$ cat src/rtl/axi_lite_req_arbiter.sv
// Two-master round-robin arbiter in front of a single AXI-lite slave port.
// One transaction is in flight at a time; each response returns as a one-cycle pulse to its master.
module axi_lite_req_arbiter #(
  parameter int ADDR_WIDTH = 32,
  parameter int DATA_WIDTH = 32
) (
  input  logic                        clk,
  input  logic                        rst,
  input  logic [1:0]                  m_req,
  input  logic [1:0]                  m_we,
  input  logic [2*ADDR_WIDTH-1:0]     m_addr,
  input  logic [2*DATA_WIDTH-1:0]     m_wdata,
  input  logic [2*(DATA_WIDTH/8)-1:0] m_wstrb,
  output logic [1:0]                  m_gnt,
  output logic [1:0]                  m_rsp_valid,
  output logic [DATA_WIDTH-1:0]       m_rsp_rdata,
  output logic                        m_rsp_err,
  output logic                        s_awvalid,
  input  logic                        s_awready,
  output logic [ADDR_WIDTH-1:0]       s_awaddr,
  output logic                        s_wvalid,
  input  logic                        s_wready,
  output logic [DATA_WIDTH-1:0]       s_wdata,
  output logic [(DATA_WIDTH/8)-1:0]   s_wstrb,
  input  logic                        s_bvalid,
  output logic                        s_bready,
  input  logic [1:0]                  s_bresp,
  output logic                        s_arvalid,
  input  logic                        s_arready,
  output logic [ADDR_WIDTH-1:0]       s_araddr,
  input  logic                        s_rvalid,
  output logic                        s_rready,
  input  logic [DATA_WIDTH-1:0]       s_rdata,
  input  logic [1:0]                  s_rresp
);

  localparam int STRB_WIDTH = DATA_WIDTH / 8;

  typedef enum logic [2:0] {IDLE, WR_ADDR, WR_RESP, RD_ADDR, RD_DATA} state_e;

  state_e                  state_q, state_d;
  logic                    ptr_q, ptr_d;
  logic                    sel_q, sel_d;
  logic [ADDR_WIDTH-1:0]   addr_q, addr_d;
  logic [DATA_WIDTH-1:0]   wdata_q, wdata_d;
  logic [STRB_WIDTH-1:0]   wstrb_q, wstrb_d;
  logic                    aw_done_q, aw_done_d;
  logic                    w_done_q, w_done_d;
  logic [1:0]              rsp_valid_q, rsp_valid_d;
  logic                    rsp_err_q, rsp_err_d;
  logic [DATA_WIDTH-1:0]   rdata_q, rdata_d;

  logic grant, gnt_idx, gnt_we, aw_hs, w_hs;
  logic unused_resp_lsb;

  assign unused_resp_lsb = s_bresp[0] ^ s_rresp[0];

  // The pointer only matters when both masters contend.
  always_comb begin
    grant   = (state_q == IDLE) && (|m_req);
    gnt_idx = (m_req == 2'b11) ? ptr_q : m_req[1];
    gnt_we  = gnt_idx ? m_we[1] : m_we[0];
    aw_hs   = (state_q == WR_ADDR) && !aw_done_q && s_awready;
    w_hs    = (state_q == WR_ADDR) && !w_done_q && s_wready;
  end

  always_ff @(posedge clk or posedge rst) begin
    if (rst) begin
      state_q     <= IDLE;
      ptr_q       <= 1'b0;
      sel_q       <= 1'b0;
      addr_q      <= '0;
      wdata_q     <= '0;
      wstrb_q     <= '0;
      aw_done_q   <= 1'b0;
      w_done_q    <= 1'b0;
      rsp_valid_q <= '0;
      rsp_err_q   <= 1'b0;
      rdata_q     <= '0;
    end else begin
      state_q     <= state_d;
      ptr_q       <= ptr_d;
      sel_q       <= sel_d;
      addr_q      <= addr_d;
      wdata_q     <= wdata_d;
      wstrb_q     <= wstrb_d;
      aw_done_q   <= aw_done_d;
      w_done_q    <= w_done_d;
      rsp_valid_q <= rsp_valid_d;
      rsp_err_q   <= rsp_err_d;
      rdata_q     <= rdata_d;
    end
  end

  always_comb begin
    state_d     = state_q;
    ptr_d       = ptr_q;
    sel_d       = sel_q;
    addr_d      = addr_q;
    wdata_d     = wdata_q;
    wstrb_d     = wstrb_q;
    aw_done_d   = aw_done_q;
    w_done_d    = w_done_q;
    rsp_valid_d = '0;
    rsp_err_d   = rsp_err_q;
    rdata_d     = rdata_q;
    unique case (state_q)
      IDLE: begin
        if (grant) begin
          sel_d     = gnt_idx;
          ptr_d     = ~gnt_idx;
          addr_d    = gnt_idx ? m_addr[2*ADDR_WIDTH-1:ADDR_WIDTH] : m_addr[ADDR_WIDTH-1:0];
          wdata_d   = gnt_idx ? m_wdata[2*DATA_WIDTH-1:DATA_WIDTH] : m_wdata[DATA_WIDTH-1:0];
          wstrb_d   = gnt_idx ? m_wstrb[2*STRB_WIDTH-1:STRB_WIDTH] : m_wstrb[STRB_WIDTH-1:0];
          aw_done_d = 1'b0;
          w_done_d  = 1'b0;
          state_d   = gnt_we ? WR_ADDR : RD_ADDR;
        end
      end
      WR_ADDR: begin
        if (aw_hs) aw_done_d = 1'b1;
        if (w_hs)  w_done_d  = 1'b1;
        // AW and W may finish in either order; leave once both have landed.
        if ((aw_done_q || aw_hs) && (w_done_q || w_hs)) state_d = WR_RESP;
      end
      WR_RESP: begin
        if (s_bvalid) begin
          rsp_valid_d[sel_q] = 1'b1;
          rsp_err_d          = s_bresp[1];
          state_d            = IDLE;
        end
      end
      RD_ADDR: begin
        if (s_arready) state_d = RD_DATA;
      end
      RD_DATA: begin
        if (s_rvalid) begin
          rsp_valid_d[sel_q] = 1'b1;
          rsp_err_d          = s_rresp[1];
          rdata_d            = s_rdata;
          state_d            = IDLE;
        end
      end
      default: state_d = IDLE;
    endcase
  end

  // Grant is combinational, so it is masked explicitly while reset is held.
  always_comb begin
    m_gnt = '0;
    if (grant && !rst) m_gnt[gnt_idx] = 1'b1;
    s_awvalid   = (state_q == WR_ADDR) && !aw_done_q;
    s_wvalid    = (state_q == WR_ADDR) && !w_done_q;
    s_bready    = (state_q == WR_RESP);
    s_arvalid   = (state_q == RD_ADDR);
    s_rready    = (state_q == RD_DATA);
    s_awaddr    = addr_q;
    s_araddr    = addr_q;
    s_wdata     = wdata_q;
    s_wstrb     = wstrb_q;
    m_rsp_valid = rsp_valid_q;
    m_rsp_err   = rsp_err_q;
    m_rsp_rdata = rdata_q;
  end

endmodule

$ cat config.mk
export PLATFORM = sky130hd
export DESIGN_NAME = axi_lite_req_arbiter
export DESIGN_NICKNAME = d
export VERILOG_FILES = /design/src/rtl/axi_lite_req_arbiter.sv
export SDC_FILE = /design/constraint.sdc
export NUM_CORES = 1
export LEC_CHECK = 0
export CELL_PAD_IN_SITES_DETAIL_PLACEMENT = 0
export CELL_PAD_IN_SITES_GLOBAL_PLACEMENT = 2
export CORE_UTILIZATION = 24
export DETAILED_ROUTE_END_ITERATION = 6
export GPL_TIMING_DRIVEN = 0
export PLACE_DENSITY_LB_ADDON = 0.1
export SETUP_SLACK_MARGIN = 0.15
export SYNTH_ARGS = -nofsm -noshare
export SYNTH_HDL_FRONTEND = slang
export SYNTH_SLANG_ARGS = --single-unit
$ cat constraint.sdc
create_clock -name clk -period 13.6 [get_ports clk]
set_input_delay 3.4 -clock clk [delete_from_list [all_inputs] [get_ports clk]]
set_output_delay 3.4 -clock clk [all_outputs]
set_load 0.01 [all_outputs]
==> impl_results.md <==
- Run status: finished, final reports clean
- Leakage power: 3.84 nW
- CTS Hold Bufs: 0
- Min Hold Slack: 459 ps
- Beginning of the worst hold path: sel_q
- Drt initial violations: 140
- Top Usage Layer GRT: met2
- Clock latency on the worst-skew pair: 360 ps
- Worst Setup Start Kind: input pin
- Family with the most delay on the worst path: buffers and inverters
- Mapped cell area: 5280 sq um
- Critical Path Start: m_req[1]
- Die height: 150 um
- Worst slew pin tran: 602 ps
- Register area share after synthesis: 52.1%
- Clock buffer count from CTS: 9
- Ranking of synthesized cells by area: dfrtp_1, a221o_1, a21boi_0
- Yosys warns: 0
- Crit-path max FO: 10
- Final Setup Violations: 0
- Post-DRT Antenna Nets: 0
- Top cell type's share of synthesized area: 52.1%
- Final Critical Period: 8840 ps
- Reg area: 2750 sq um
- Routed WL: 19100 um
- Post-synth top area cell: dfrtp_1
- Clock root cell: clkbuf_16
- Crit-path slowest cell: clkdlybuf4s50_1
- RSZ-0062 raised after global routing: no
- Fin. Hold Viols: 0
- Post-synthesis register bit count: 110
- Crit path largest cell delay: 550 ps
- Cells after DPL: 993
- Synth cell count leaders: dfrtp_1, a21boi_0, a221o_1, buf_4, mux2_4
- R2r startpoint: state_q[2]
- Pwr Density: 213 nW/um^2
- Total GRT Usage: 16.6%
- CP arrival: 5440 ps
- Postcts setup bufs: 0
- Syn nets: 578
- Footprint of the multi-input gates: 1970 sq um
- Via total after detailed routing: 4597
- Period Utilization, post-route: 65.0%
- Slew Viols, Final: 0
- Slew headroom: 59.9%
- First-pass GRT wire length: 28200 um
- Met2 GRT Util: 28.2%
- Clock transition at path regs: 70 ps
- CTS tree: done
- Met1 Use GR: 20.6%
- Peak Freq: 113 MHz
- Cell count after synthesis: 395
- Reg2Reg Setup Slack: 11700 ps
- Synthesis-to-finish area growth: 73.9%
- Largest net degree at the start of global routing: 64
- HP Class: register to register
- Ratio of cells with drive above 1 in the final layout: 14.7%
- Die area: 22600 sq um
- Most common cell in the synthesized netlist: dfrtp_1
- Post-CTS Resized: 0
- Buffers & Inverters on Critical Path: 4
- VDD IR-drop max: 0.0822 mV
- Post-synthesis cell type count: 35
- Crit path required time: 10200 ps
- Initial antenna violation count: 0
- Total grt overflow: 0
- Number of global-route vias before repair: 4791
- Remaining DRCs: 0
- Ys flop type: dfrtp_1
- Syn_area_per_cell: 13.4 sq um
- Clk sink count: 110
- Starting Density: 24.8%
- # H-tree levels: 3
- 1st-pass router iterations: 4
- Rows: 53
- GP Congestion: 0.758
- Core area: 21300 sq um
- Crit. End Element: output pin
- Detailed placement HPWL: 14400 um
- Number of synthesized flops with an enable pin: 0
- WL/cell: 18.9 um
- Fillers: 2001
- Die X: 150 um
- Clk buf depth: 2
- CP dominant cell by count: clkdlybuf4s50_1
- Post-route insts no fill: 1010
- IO Port Bufs: 322
- Crit Path Category: input pin to output pin
- Sum Neg Setup Slack: 0 ps
- Fin nets: 912
- M3 GR Usage: 4.48%
- Worst path cell trace: clkdlybuf4s50_1 -> or2_1 -> buf_2 -> clkbuf_1 -> and3_1 -> clkdlybuf4s50_1
- # IOs: 325
- Async SR Flop Fraction: 100%
- Max Clock Skew: 11.4 ps
- Max_cap viols: 0
- Vias per inst: 4.55
-- worst register-to-register path: stages (launching register included) --
cell,delay (ps)
dfrtp_1,380
buf_4,170
nor3_4,370
clkbuf_1,410
a21boi_0,180
a221o_1,290
-- cells in the final DEF, fill, tap and decap left out, types with 2 or more instances in the layout --
cell / Yosys / layout
clkdlybuf4s50_1: 0 / 322
dfrtp_1: 110 / 110
a21boi_0: 68 / 68
a221o_1: 68 / 68
buf_4: 36 / 36
mux2_4: 30 / 30
clkbuf_1: 12 / 13
buf_6: 9 / 9
clkbuf_16: 0 / 9
buf_2: 5 / 5
clkbuf_4: 5 / 5
nand2_1: 4 / 4
and3_1: 3 / 3
and2_1: 3 / 3
buf_12: 3 / 3
mux2_1: 3 / 3
inv_1: 4 / 3
nor3_1: 3 / 3
nand3b_1: 3 / 3
inv_6: 0 / 3
a22o_1: 3 / 3
a21o_1: 3 / 3
nand2b_1: 2 / 2
o22ai_1: 2 / 2
nor2b_1: 2 / 2
nor2_1: 2 / 2
clkinv_4: 0 / 2
-- area by class of cell --
cell class	count	share of cell area [%]
flip-flops and latches	110	30.0
inverters	4	0.218
well taps	275	3.75
diodes	1	0.0273
clock inverters	6	0.763
plain buffers	70	5.87
multi-input cells	211	21.5
repair buffers	323	35.4
clock buffers	10	2.49
-- cells by family (layout without fill, tap and decap cells) --
kind of cell | after synthesis | after routing | synth area share [%]
muxes | 35 | 35 | 9.57
and+or+nand+nor | 27 | 27 | 3.32
DFF | 110 | 110 | 52.1
buffers and inverters | 74 | 413 | 10.5
other | 0 | 1 | 0
AOI/OAI and AO/OA | 149 | 149 | 24.5
-- power breakdown --
| group | leakage (nW) | internal [mW] | switching [mW] | total [mW] |
|---|---|---|---|---|
| clock | 0.147 | 0.145 | 0.132 | 0.277 |
| combinational | 2.31 | 0.675 | 0.412 | 1.09 |
| sequential | 1.38 | 0.484 | 0.106 | 0.590 |
-- registers in the layout (all words and copies together), names as in the netlist --
register and count:
aw_done_q 1, m_rsp_err 1, m_rsp_rdata 32, m_rsp_valid 2, ptr_q 1, s_araddr 32
s_wdata 32, s_wstrb 4, sel_q 1, state_q 3, w_done_q 1
-- path summary, 6_finish.rpt --
path | endpoint | cells after the start
max | m_gnt[1] | 6
min | m_rsp_valid[0] | 1
max reg2reg | s_wdata[5] | 5
min reg2reg | m_rsp_valid[0] | 1
max in group asynchronous | s_wdata[4] | 3
min in group asynchronous | m_rsp_rdata[9] | 2
-- layer usage --
| layer | up-vias | part of all wire [%] |
|---|---|---|
| li1 | 2142 | - |
| met1 | 2229 | 41 |
| met2 | 214 | 49 |
| met3 | 12 | 8.2 |
| met4 | 0 | 1.0 |
| met5 | - | 0 |
-- stage by stage --
step / utilization [%] / cell area (sq um) / setup slack, ps / power (mW)
6_report: 43.1 / 9180 / 4760 / 1.95
5_1_grt: 43.1 / 9180 / 4580 / 2.08
4_1_cts: 43.1 / 9180 / 4700 / 1.98
3_3_place_gp: 41.6 / 8850 / 1820 / 1.68
2_1_floorplan: - / 5280 / 4020 / 1.12
3_5_place_dp: 41.7 / 8880 / 4710 / 1.69
Note: power is estimated with default switching activity, not from simulation.
